[config.mk]
export PLATFORM = sky130hd
export DESIGN_NAME = video_timing_out
export DESIGN_NICKNAME = d
export VERILOG_FILES = /design/src/rtl/video_timing_out.sv
export SDC_FILE = /design/constraint.sdc
export NUM_CORES = 1
export LEC_CHECK = 0
export ABC_CLOCK_PERIOD_IN_PS = 2700
export CAP_MARGIN = 20
export CELL_PAD_IN_SITES_DETAIL_PLACEMENT = 0
export CELL_PAD_IN_SITES_GLOBAL_PLACEMENT = 1
export CORE_MARGIN = 2
export CORE_UTILIZATION = 41
export CTS_CLUSTER_DIAMETER = 100
export DETAILED_ROUTE_END_ITERATION = 10
export GPL_TIMING_DRIVEN = 0
export HOLD_SLACK_MARGIN = 0.12
export PLACE_DENSITY_LB_ADDON = 0.1
export SLEW_MARGIN = 30
export SYNTH_ARGS = -nofsm -noshare
export SYNTH_HDL_FRONTEND = slang
export SYNTH_SLANG_ARGS = --single-unit
[constraint.sdc]
create_clock -name clk -period 2.7 [get_ports clk]
set_clock_uncertainty 0.1 [all_clocks]
set_input_delay 0.405 -clock clk [delete_from_list [all_inputs] [get_ports clk]]
set_output_delay 0.405 -clock clk [all_outputs]
set_load 0.03 [all_outputs]
[src/rtl/video_timing_out.sv]
`default_nettype none
// ============================================================================
// video_timing_out : raster counters, delay-matched de/sync/color outputs
// Rev 1.0
// ============================================================================
module video_timing_out #(
  parameter int unsigned H_VISIBLE   = 640,
  parameter int unsigned H_FRONT     = 16,
  parameter int unsigned H_SYNC      = 96,
  parameter int unsigned H_BACK      = 48,
  parameter int unsigned V_VISIBLE   = 480,
  parameter int unsigned V_FRONT     = 10,
  parameter int unsigned V_SYNC      = 2,
  parameter int unsigned V_BACK      = 33,
  parameter int unsigned COLOR_DELAY = 9,
  parameter bit          SYNC_ACTIVE = 1'b0
) (
  input  logic        clk,
  input  logic        reset,
  output logic [31:0] count_h,
  output logic [31:0] count_v,
  input  logic [7:0]  color_in,
  output logic [7:0]  vga_color,
  output logic        vga_de,
  output logic        vga_hs,
  output logic        vga_vs,
  output logic        vblank,
  output logic        frame_start,
  output logic [31:0] frame_count
);

  localparam int unsigned c_H_TOTAL   = H_VISIBLE + H_FRONT + H_SYNC + H_BACK;
  localparam int unsigned c_V_TOTAL   = V_VISIBLE + V_FRONT + V_SYNC + V_BACK;
  localparam int unsigned c_HS_START  = H_VISIBLE + H_FRONT;
  localparam int unsigned c_HS_END    = H_VISIBLE + H_FRONT + H_SYNC;
  localparam int unsigned c_VS_START  = V_VISIBLE + V_FRONT;
  localparam int unsigned c_VS_END    = V_VISIBLE + V_FRONT + V_SYNC;

  logic [31:0]            r_count_h;
  logic [31:0]            r_count_v;
  logic                   w_line_end;
  logic                   w_de;
  logic                   w_hs;
  logic                   w_vs;
  logic                   w_frame_edge;
  logic [COLOR_DELAY-1:0] r_de_pipe;
  logic [COLOR_DELAY-1:0] r_hs_pipe;
  logic [COLOR_DELAY-1:0] r_vs_pipe;
  logic                   w_de_d;
  logic                   w_hs_d;
  logic                   w_vs_d;
  logic [7:0]             r_vga_color;
  logic                   r_vga_de;
  logic                   r_vga_hs;
  logic                   r_vga_vs;
  logic                   r_frame_start;
  logic [31:0]            r_frame_count;

  assign w_line_end = (r_count_h == c_H_TOTAL - 1);

  always_ff @(posedge clk or negedge reset) begin
    if (!reset) begin
      r_count_h <= '0;
      r_count_v <= '0;
    end else if (w_line_end) begin
      r_count_h <= '0;
      if (r_count_v == c_V_TOTAL - 1) begin
        r_count_v <= '0;
      end else begin
        r_count_v <= r_count_v + 32'd1;
      end
    end else begin
      r_count_h <= r_count_h + 32'd1;
    end
  end

  // Raw timing decoded straight from the counters; vsync uses count_v only
  assign w_de = (r_count_h < H_VISIBLE) && (r_count_v < V_VISIBLE);
  assign w_hs = (r_count_h >= c_HS_START) && (r_count_h < c_HS_END);
  assign w_vs = (r_count_v >= c_VS_START) && (r_count_v < c_VS_END);

  generate
    if (COLOR_DELAY > 1) begin : g_pipe_multi
      always_ff @(posedge clk or negedge reset) begin
        if (!reset) begin
          r_de_pipe <= '0;
          r_hs_pipe <= '0;
          r_vs_pipe <= '0;
        end else begin
          r_de_pipe <= {r_de_pipe[COLOR_DELAY-2:0], w_de};
          r_hs_pipe <= {r_hs_pipe[COLOR_DELAY-2:0], w_hs};
          r_vs_pipe <= {r_vs_pipe[COLOR_DELAY-2:0], w_vs};
        end
      end
    end else begin : g_pipe_single
      always_ff @(posedge clk or negedge reset) begin
        if (!reset) begin
          r_de_pipe <= '0;
          r_hs_pipe <= '0;
          r_vs_pipe <= '0;
        end else begin
          r_de_pipe <= w_de;
          r_hs_pipe <= w_hs;
          r_vs_pipe <= w_vs;
        end
      end
    end
  endgenerate

  assign w_de_d = r_de_pipe[COLOR_DELAY-1];
  assign w_hs_d = r_hs_pipe[COLOR_DELAY-1];
  assign w_vs_d = r_vs_pipe[COLOR_DELAY-1];

  always_ff @(posedge clk or negedge reset) begin
    if (!reset) begin
      r_vga_color <= 8'h00;
      r_vga_de    <= 1'b0;
      r_vga_hs    <= ~SYNC_ACTIVE;
      r_vga_vs    <= ~SYNC_ACTIVE;
    end else begin
      r_vga_color <= w_de_d ? color_in : 8'h00;
      r_vga_de    <= w_de_d;
      r_vga_hs    <= w_hs_d ? SYNC_ACTIVE : ~SYNC_ACTIVE;
      r_vga_vs    <= w_vs_d ? SYNC_ACTIVE : ~SYNC_ACTIVE;
    end
  end

  // First pixel clock of vertical blank marks a completed visible frame
  assign w_frame_edge = (r_count_h == 32'd0) && (r_count_v == V_VISIBLE);

  always_ff @(posedge clk or negedge reset) begin
    if (!reset) begin
      r_frame_start <= 1'b0;
      r_frame_count <= '0;
    end else begin
      r_frame_start <= w_frame_edge;
      if (w_frame_edge) begin
        r_frame_count <= r_frame_count + 32'd1;
      end
    end
  end

  assign count_h     = r_count_h;
  assign count_v     = r_count_v;
  assign vblank      = (r_count_v >= V_VISIBLE);
  assign vga_color   = r_vga_color;
  assign vga_de      = r_vga_de;
  assign vga_hs      = r_vga_hs;
  assign vga_vs      = r_vga_vs;
  assign frame_start = r_frame_start;
  assign frame_count = r_frame_count;

endmodule
`default_nettype wire

# Word-level counts from Yosys, hierarchy flattened
# Cells that the tools add are included.
[word_totals]
in_bits = 10
ff_bits = 135
elab_cells = 34
[classes]
add_sub_neg = 3
eq_ne = 3
n_lt_le_gt_ge = 7
reduce_logical = 5
mux = 5
[op_table]
columns = ["operator", "n"]
rows = [
  ["$add A32 B1 Y32 const B", 3],
  ["$eq A32 B10 Y1 const B", 2],
  ["$ge A32 B9 Y1 const B", 2],
  ["$lt A32 B10 Y1 const B", 2],
  ["$lt A32 B9 Y1 const B", 2],
  ["$mux W32", 2],
  ["$eq A32 B9 Y1 const B", 1],
  ["$ge A32 B10 Y1 const B", 1],
  ["$logic_not A32 Y1", 1],
  ["$mux W8", 1],
  ["$logic_and A1 B1 Y1", 4],
  ["$mux W1", 2],
]

# Logic depth before layout (Yosys ltp)
# Gate-level depths: netlist (run 1).
[depth]
depth_word = 2
ltp_mapped = 8
mapped_depth_nobuf = 7

# Worst setup path after synthesis (run 1)
# Ideal clock, no wire load.
[synth_timing]
kind = "register -> register"
start = "register r_count_v[0] (netlist: count_v[0])"
end = "register r_frame_count[1] (netlist: frame_count[1])"
setup_ns = 0.128
synth_period_minus_slack_ns = 2.638
path_stages_with_launch = 8
required_ns = 2.472
slack_ns = 0.062
arrival_time_ns = 2.411
n_path_buf = 0
path_cell_list = "dfrtp_1 > inv_1 > ha_1 > or4b_1 > or4_1 > nor4_4 > nand2_2 > mux2_1"
[synth_via]
elab_chain_len = 2
[synth_rtl]
columns = ["element", "line", "source"]
rows = [
  ["start, declared", "40", "logic [31:0] r_count_v;"],
  ["start signal, assigned", "70", "r_count_v <= r_count_v + 32'd1;"],
  ["$eq A32 B9 Y1", "129", "assign w_frame_edge = (r_count_h == 32'd0) && (r_count_v == V_VISIBLE);"],
  ["$logic_and A1 B1 Y1", "129", ""],
  ["end signal, assigned", "138", "r_frame_count <= r_frame_count + 32'd1;"],
  ["end, declared", "57", "logic [31:0] r_frame_count;"],
]
# No other way between the ends.
# A chain may end at the register's enable or synchronous reset.

# Final worst setup path (run 1)
[layout_timing]
start = "register r_count_h[8] (netlist: count_h[8])"
end = "register r_frame_count[5] (netlist: frame_count[5])"
[layout_via]
elab_chain_len = 2
[layout_rtl]
columns = ["element", "line", "source"]
rows = [
  ["start, declared", "39", "logic [31:0] r_count_h;"],
  ["start signal, assigned", "73", "r_count_h <= r_count_h + 32'd1;"],
  ["$logic_not A32 Y1", "129", ""],
  ["$logic_and A1 B1 Y1", "129", ""],
]
# No other way between the ends.

==> results of run 1 <==
-- per-layer routing --
layer	track usage	vias to the layer above	wire length, µm
li1	-	2154	-
met1	0.265	2285	6430
met3	0.0473	13	833
met4	0.0608	0	168
met2	0.280	149	6490
met5	0	-	0
-- Yosys cell counts, types with 2 or more instances --
library cell / instances
a21oi_1: 2
and2_1: 11
and3_1: 13
and4_1: 14
buf_2: 6
buf_6: 2
clkbuf_1: 3
dfrtp_1: 133
dfstp_2: 2
ha_1: 6
inv_1: 12
mux2_2: 3
nand2_1: 40
nand2b_1: 2
nand3_1: 38
nand4_1: 32
nor2_1: 29
nor3_1: 14
nor3_2: 10
nor4_1: 30
nor4_4: 2
o21a_1: 2
o21ai_0: 3
or2_2: 2
or3_1: 2
or4_1: 3
or4_4: 2
xnor2_1: 51
xor2_1: 34
-- through the flow --
stage	std cells	TNS, ns
global route	861	0
finish	861	0
floorplan	519	0
global placement	817	-574.81
detailed placement	818	-1.92
CTS	858	0
-- worst max path at each step --
stage | startpoint | to | slack (ns) | cells past startpoint
floorplan | count_v[0] | frame_count[1] | 0.06 | 7
global placement | reset | count_h[27] | -4.27 | 1
detailed placement | count_v[12] | vblank | -0.31 | 5
CTS | count_v[1] | frame_count[1] | 0.009 | 7
global route | count_h[17] | frame_count[18] | 0.003 | 7
finish | count_h[8] | frame_count[5] | 0.13 | 7
-- critical path: cells and delay by family (launching register included) --
family / cells / cell delay [ns]
XOR/XNOR: 1 / 0.17
buffers and inverters: 2 / 0.31
flip-flops: 1 / 0.39
AND/OR/NAND/NOR: 4 / 1.51
-- logic make-up after synthesis --
family / synth area share
adder cells (fa/ha/maj): 0.0127
multiplexers: 0.00759
flip-flops: 0.570
AO/OA/AOI/OAI: 0.0139
AND/OR/NAND/NOR: 0.251
buffers and inverters: 0.0196
XOR/XNOR: 0.126
-- registers in the layout (all words and copies together) (netlist names) --
register / count
r_hs_pipe: 9
count_v: 32
r_de_pipe: 9
count_h: 32
frame_count: 32
vga_hs: 1
vga_color: 8
vga_vs: 1
r_vs_pipe: 9
vga_de: 1
frame_start: 1
-- area by class of cell --
type	count	area share
Buffer	12	0.00864
Clock buffer	19	0.0537
Clock inverter	13	0.0264
Inverter	12	0.00546
Multi-Input combinational cell	360	0.312
Sequential cell	135	0.410
Tap cell	180	0.0273
Timing Repair Buffer	130	0.157
-- report_power, final --
| part | leakage [nW] | switching, mW | internal (mW) |
|---|---|---|---|
| Clock | 0.315 | 0.891 | 1.68 |
| Combinational | 1.50 | 0.0567 | 0.0301 |
| Sequential | 1.79 | 0.00152 | 2.03 |
| Total | 3.61 | 0.949 | 3.74 |
-- timing repair --
| action | 4_1_cts | 5_1_grt |
|---|---|---|
| buffers inserted | 7 | 3 |
| hold buffers | 1 | 0 |
| gates resized for setup | 11 | 14 |
| pin swaps | 3 | 2 |
| endpoints found under the setup margin | 24 | 36 |
| hold endpoints to repair | 73 | 0 |
==> flow_summary.json, run 1 <==
{
  "holdPathStages": 0,
  "synth_cells": 519,
  "holdCritStartpoint": "r_hs_pipe[0]",
  "viasPerCell": 5.34,
  "design_area_um2": 8260,
  "placed_cell_area_um2": 7390,
  "layout-drive-gt1-share": 0.144,
  "power_density_nw_per_um2": 568,
  "fill_cells": 1200,
  "syn_to_final_growth_pct": 39.2,
  "clockBufferDepth": 2,
  "arrival_ns": 2.81,
  "ys_seq_area_frac": 0.570,
  "die-area_um2": 15400,
  "start_util": 0.424,
  "clk_latency_ns": 0.41,
  "crit_path_start_kind": "register",
  "yosysTopAreaCellShare": 0.561,
  "synth-seq-cells": 135,
  "grt_use_total": 0.186,
  "cts_tree": "done",
  "die-width_um": 124,
  "drv_slew": 0,
  "fmax_mhz": 389,
  "utilization": 0.590,
  "holdWs_ns": 0.243,
  "place_ws_ns": -0.314,
  "ys.flop_type": "dfrtp_1",
  "grt_max_degree": 77,
  "syn_avg_cell_area_um2": 11.4,
  "multiInputGateArea_um2": 2580,
  "total_leakage_power_nw": 3.61,
  "synth_edf_count": 0,
  "rsz0062_at_grt": "false",
  "p_total_mw": 4.69,
  "cp_max_fo": 10,
  "wire_per_inst_um": 16.2,
  "grt_pass1_vias": 4442,
  "drc": 0,
  "clk_pin_slew_worst_paths_ns": 0.06,
  "wirelength_um": 13900,
  "async_reset_ff_frac": 1.00,
  "period_needed_ns": 2.57,
  "ys_top_cells_by_area": "dfrtp_1, xnor2_1, xor2_1",
  "relSlewSlack": 0.514,
  "irDropWorstVdd_uv": 374,
  "vias": 4601,
  "crit_chain": "buf_6 > or4_4 > or4_4 > or3_4 > buf_6 > nor3_2 > xor2_1",
  "dieHeight_um": 124,
  "layout_common_cells": "dfrtp_1, clkdlybuf4s50_1, xnor2_1",
  "numPortBuffers": 118,
  "holdPathEnd": "r_hs_pipe[1]",
  "hpwlAfterDp_um": 9530,
  "r2r_slack_ns": 0.13,
  "drtIter0Drc": 368,
  "crit_type": "reg2reg",
  "setup_viol": 0,
  "period_share": 0.953,
  "place_congestion": 0.841,
  "crit_required_ns": 2.93,
  "yosys.area.top_type": "dfrtp_1",
  "crit_path_top_delay_cell": "or4_4",
  "r2r_start": "count_h[8]",
  "seq_area_um2": 3380,
  "rows": 43,
  "status": "finished, final reports clean",
  "synth_nets": 535,
  "max_stage_delay_ns": 0.49,
  "antenna_found_initial": 0,
  "worst-r2r-cell-count": 7,
  "cap_violations": 0,
  "synth_area_um2": 5930,
  "synth_warnings": 0,
  "final_net_count": 684,
  "pin_count": 119,
  "diodes": 0,
  "timing.final.ws_setup_ns": 0.127,
  "synth_cell_types": 45,
  "cts.sinks": 135,
  "final_common_cell": "dfrtp_1",
  "grt.overflow.total": 0,
  "worstMarginPinSlew_ns": 0.725,
  "grt_first_pass_wirelength_um": 23300,
  "cts_buffers": 17,
  "cts-root-buf": "clkbuf_16",
  "r2r_end": "frame_count[5]",
  "core_um2": 14000,
  "hold_viol": 0,
  "h-tree-depth": 4,
  "drt-pass1-iter-count": 5,
  "antenna_left": 0,
  "end_kind": "register",
  "hp-class": "reg2reg"
}
No activity file was read; power rests on OpenSTA's default activity.
==> inputs of run 2 (changes only) <==
Settings changed: ABC_AREA set to 1, CORE_UTILIZATION 41 to 39, SLEW_MARGIN 30 to 5.
==> run 2 against run 1 <==
  * Non-clock buffer count fell by 5
  * Sequential share of layout area is 6.8 points lower
  * Sequential cell count did not move
  * Critical path depth unchanged
  * Synthesized area grew 30%
  * Register-to-register slack improved by 0.26 ns
  * Count of clock-buffer cells in the layout did not move
  * Design area rose by 20%
  * Worst setup slack improved by 0.11 ns
  * Global-route usage increased by 3.6 points
  * Critical endpoint is now vblank
  * Highest routed layer unchanged
==> flow_summary.json, run 2 <==
{
  "status": "finished, final reports clean",
  "synth-seq-cells": 135,
  "start_util": 0.397,
  "holdPathStages": 0,
  "cts.sinks": 135,
  "utilization": 0.508,
  "p_comb_frac": 0.019,
  "synth_area_um2": 7730,
  "syn_avg_cell_area_um2": 6.67,
  "cts-root-buf": "clkbuf_16",
  "period_share": 0.912,
  "synth_edf_count": 0,
  "end_kind": "output port",
  "r2r_slack_ns": 0.39,
  "irDropWorstVdd_uv": 436,
  "fill_cells": 2045,
  "rsz0062_at_grt": "false",
  "synth_common_cells": "nand2_1, nor2_1, inv_1",
  "grt_first_pass_wirelength_um": 36100,
  "final_common_cell": "nand2_1",
  "synth_most_common_cell": "nand2_1",
  "fmax_mhz": 406,
  "multiInputGateArea_um2": 3680,
  "crit_required_ns": 2.19,
  "viasPerCell": 4.73,
  "grt_use_total": 0.222,
  "synth_cells": 1159,
  "place_congestion": 0.875,
  "tns_ns": 0,
  "h-tree-depth": 4,
  "holdPathEnd": "r_hs_pipe[3]",
  "p_clk_frac": 0.532,
  "period_needed_ns": 2.46,
  "clk_pin_slew_worst_paths_ns": 0.06,
  "grt.overflow.total": 0,
  "cap_violations": 0,
  "final_net_count": 1314,
  "ys.flop_type": "dfrtp_1",
  "r2r_end": "count_v[16]",
  "yosysTopAreaCellShare": 0.431,
  "p_total_mw": 4.53,
  "drtIter0Drc": 449,
  "synth_warnings": 0,
  "drt-pass1-iter-count": 6,
  "worst-r2r-cell-count": 8,
  "antenna_left": 0,
  "p_sw_mw": 1.05,
  "cts_tree": "done",
  "cts_buffers": 17,
  "hold_viol": 0,
  "dieHeight_um": 145,
  "core_um2": 19500,
  "antenna_found_initial": 0,
  "crit_path_start_kind": "register",
  "power_density_nw_per_um2": 458,
  "layout-drive-gt1-share": 0.0473,
  "diodes": 0,
  "total_leakage_power_nw": 4.81,
  "power_frac_seq": 0.449,
  "clk_latency_ns": 0.43,
  "wirelength_met1_um": 10800,
  "synth_nets": 1175,
  "drv_slew": 0,
  "rows": 51,
  "die-width_um": 145,
  "r2r_start": "count_v[0]",
  "switching_share": 0.232,
  "grt_max_degree": 80,
  "syn_to_final_growth_pct": 27.9,
  "wire_per_inst_um": 14.3,
  "drc": 0,
  "yosys.area.top_type": "dfrtp_1",
  "wl_met3_um": 913,
  "async_reset_ff_frac": 1.00,
  "ys_top_cells_by_area": "dfrtp_1, nand2_1, nor2_1",
  "ys_seq_area_frac": 0.438,
  "holdCritStartpoint": "r_hs_pipe[2]",
  "layout_common_cells": "nand2_1, nor2_1, inv_1",
  "relSlewSlack": 0.615,
  "wl_met2_um": 10500,
  "numPortBuffers": 118,
  "hp-class": "reg2reg",
  "worstMarginPinSlew_ns": 0.578,
  "cellInternalPower_mw": 3.48,
  "dr.max_layer_used": "met4",
  "seq_area_um2": 3380,
  "clockBufferDepth": 2,
  "wirelength_um": 22500,
  "vias": 7457,
  "die-area_um2": 21000,
  "crit_type": "reg2out",
  "cp_max_fo": 6,
  "pin_count": 119,
  "grt_pass1_vias": 7048,
  "arrival_ns": 1.96,
  "hpwlAfterDp_um": 16900,
  "synth_cell_types": 20,
  "setup_viol": 0
}
-- run 2: kinds of logic after synthesis --
| kind of cell | count (synthesis) | synth area share |
|---|---|---|
| and+or+nand+nor | 796 | 0.414 |
| adders and majority gates | 6 | 0.00971 |
| AOI/OAI and AO/OA | 20 | 0.0136 |
| buffers and inverters | 168 | 0.0866 |
| DFF | 135 | 0.437 |
| xor gates and xnor gates | 34 | 0.0385 |
-- run 2: routing by layer --
metal	vias to the layer above	track usage
met1	3447	0.303
met4	0	0.0511
li1	3824	-
met2	169	0.375
met5	-	0
met3	17	0.0319
-- run 2: critical path, stage by stage (launching register included) --
cell	delay, ns
dfrtp_1	0.46
inv_1	0.12
nand2_1	0.07
nor2_2	0.22
nand4_1	0.22
nor2_1	0.13
nand2_1	0.11
clkbuf_2	0.20
-- run 2: final cells by class --
cell class                 count  area share
multi-input combinational    856       0.373
tap                          265      0.0336
inverter                     151      0.0574
timing repair buffer         120       0.123
sequential                   135       0.342
buffer                        17      0.0104
clock inverter                13      0.0162
clock buffer                  19      0.0448
-- run 2: metrics by stage --
| stage | worst slack [ns] | hold WS, ns | cell area, µm² | instances |
|---|---|---|---|---|
| floorplan | 0.728 | 0.00941 | 7730 | 1159 |
| global placement | -4.50 | 0.232 | 9240 | 1542 |
| detailed placement | 0.186 | 0.235 | 9270 | 1543 |
| CTS | 0.0705 | 0.246 | 9890 | 1576 |
| global route | 0.124 | 0.255 | 9880 | 1576 |
| finish | 0.239 | 0.246 | 9880 | 1576 |
-- run 2: power groups by stage --
stage / clock network, mW / registers, mW / logic, mW
3_3_place_gp: 0 / 2.07 / 0.0847
2_1_floorplan: 0 / 2.08 / 0.00436
5_1_grt: 2.55 / 2.03 / 0.0997
4_1_cts: 2.47 / 2.03 / 0.0922
6_report: 2.41 / 2.03 / 0.0877
3_5_place_dp: 0 / 2.07 / 0.0909
-- run 2: how the worst max path moves through the flow --
| stage | end | depth (start not counted) | slack (ns) | from |
|---|---|---|---|---|
| after global routing | vblank | 7 | 0.12 | count_v[23] |
| after global placement | count_v[25] | 1 | -4.50 | reset |
| after floorplan | count_v[0] | 12 | 0.73 | count_h[1] |
| final | vblank | 7 | 0.24 | count_v[21] |
| after CTS | vblank | 7 | 0.07 | count_v[25] |
| after detailed placement | vblank | 7 | 0.19 | count_v[23] |
-- run 2: what timing repair did --
action | CTS | global route
pin swaps | 0 | 1
gates resized for setup | 3 | 2
endpoints found under the hold margin | 54 | 0
setup endpoints to repair | 1 | 1
gates cloned | 0 | 0
setup buffers | 0 | 0
hold buffers | 1 | 0
==> inputs of run 3 (changes only) <==
Settings changed: ABC_AREA 1 to not set, CORE_UTILIZATION 39 to 41.
==> run 3 against run 2 <==
  * Worst hold slack worse by 0.00056 ns
  * Largest cell class is now registers
  * Die area fell by 26%
  * Utilization grew 7.4 points
  * Cell count down 45%
  * Wire length down 38%
==> flow_summary.json, run 3 (synthesis results as in run 1) <==
{
  "holdPathEnd": "r_hs_pipe[1]",
  "place_inst": 819,
  "crit_family": "simple AND/OR/NAND/NOR gates",
  "r2r_slack_ns": 0.13,
  "crit_buf_inv": 2,
  "crit_required_ns": 2.94,
  "end_kind": "register",
  "hold_viol": 0,
  "layout-drive-gt1-share": 0.143,
  "total_leakage_power_nw": 3.56,
  "grt_pass1_vias": 4439,
  "wirelength_um": 14000,
  "antenna_left": 0,
  "cp_max_fo": 10,
  "die-area_um2": 15400,
  "vias": 4522,
  "fill_cells": 1224,
  "cts-root-buf": "clkbuf_16",
  "antenna_found_initial": 0,
  "power_density_nw_per_um2": 538,
  "wire_per_inst_um": 16.3,
  "seq_area_um2": 3380,
  "fmax_mhz": 389,
  "drv_slew": 0,
  "viasPerCell": 5.26,
  "grt_use_total": 0.186,
  "layout_common_cells": "dfrtp_1, clkdlybuf4s50_1, xnor2_1",
  "h-tree-depth": 4,
  "arrival_ns": 2.81,
  "worstMarginPinSlew_ns": 0.992,
  "setup_viol": 0,
  "hpwlAfterDp_um": 9560,
  "instances_no_fill": 859,
  "crit_type": "reg2reg",
  "cap_violations": 0,
  "status": "finished, final reports clean",
  "die-width_um": 124,
  "crit_path_start_kind": "register",
  "holdPathStages": 0,
  "clockBufferDepth": 2,
  "cts_tree": "done",
  "cts.sinks": 135,
  "syn_to_final_growth_pct": 37.1,
  "core_um2": 14000,
  "final_net_count": 682,
  "numPortBuffers": 118,
  "crit_path_top_delay_cell": "dfrtp_1",
  "drtIter0Drc": 272,
  "start_util": 0.424,
  "dieHeight_um": 124,
  "irDropWorstVdd_uv": 352,
  "pin_count": 119,
  "p_total_mw": 4.38,
  "period_needed_ns": 2.57,
  "tns_ns": 0,
  "r2r_start": "count_h[10]",
  "drc": 0,
  "relSlewSlack": 0.333,
  "grt.overflow.total": 0,
  "crit_chain": "nor4_4 > nand2_1 > or3_1 > buf_2 > buf_2 > nor3_1 > xnor2_1",
  "period_share": 0.952,
  "path_common_cell": "buf_2",
  "holdCritStartpoint": "r_hs_pipe[0]",
  "place_congestion": 0.841,
  "hp-class": "reg2reg",
  "grt_first_pass_wirelength_um": 23200,
  "diodes": 0,
  "clk_latency_ns": 0.42,
  "grt_max_degree": 77,
  "rows": 43,
  "cts_buffers": 17,
  "drt-pass1-iter-count": 4,
  "multiInputGateArea_um2": 2560,
  "worst-r2r-cell-count": 7,
  "clk_pin_slew_worst_paths_ns": 0.07,
  "final_common_cell": "dfrtp_1",
  "r2r_end": "count_v[12]",
  "max_stage_delay_ns": 0.47
}
## run 3: layout make-up
class,count,share of cell area
flip-flops and latches,135,0.416
multi-input cells,360,0.315
repair buffers,128,0.156
clock buffers,17,0.0523
well taps,180,0.0277
clock inverters,15,0.0189
plain buffers,12,0.00877
inverters,12,0.00554
## run 3: report_power, final
group / internal [mW] / leakage [nW] / switching (mW) / total [mW]
sequential: 2.03 / 1.79 / 0.00153 / 2.03
clock: 1.30 / 0.287 / 0.961 / 2.26
combinational: 0.0296 / 1.47 / 0.0562 / 0.0858
total: 3.36 / 3.56 / 1.02 / 4.38
## run 3: repair_timing
action	CTS	global route
setup endpoints to repair	33	28
setup buffers	6	0
hold endpoints to repair	73	0
hold buffers	1	0
pin swaps	3	1
gates resized for setup	14	13
## run 3: metal layers
layer | track usage | wire, µm | up-vias | part of all wire
met5 | 0 | 0 | - | 0
met4 | 0.0654 | 219 | 0 | 0.016
met3 | 0.0434 | 609 | 15 | 0.044
met2 | 0.281 | 6600 | 119 | 0.47
met1 | 0.264 | 6530 | 2246 | 0.47
li1 | - | - | 2142 | -
## run 3: worst max-delay path by stage
stage                      startpoint              end  depth (start not counted)
after floorplan            count_v[0]   frame_count[1]                          7
after global placement          reset      count_h[27]                          1
after detailed placement  count_h[19]  frame_count[27]                          5
after CTS                  count_v[1]   frame_count[1]                          7
after global routing      count_h[10]      count_v[12]                          7
final                     count_h[10]      count_v[12]                          7
## run 3: stage by stage
stage / hold slack (ns) / util / area (µm²) / setup WS [ns]
3_5_place_dp: 0.235 / 0.527 / 7370 / -0.378
3_3_place_gp: 0.232 / 0.525 / 7340 / -4.27
6_report: 0.245 / 0.582 / 8140 / 0.131
5_1_grt: 0.252 / 0.582 / 8140 / -0.00145
2_1_floorplan: 0.00941 / - / 5930 / 0.0617
4_1_cts: 0.245 / 0.577 / 8070 / 0.00361
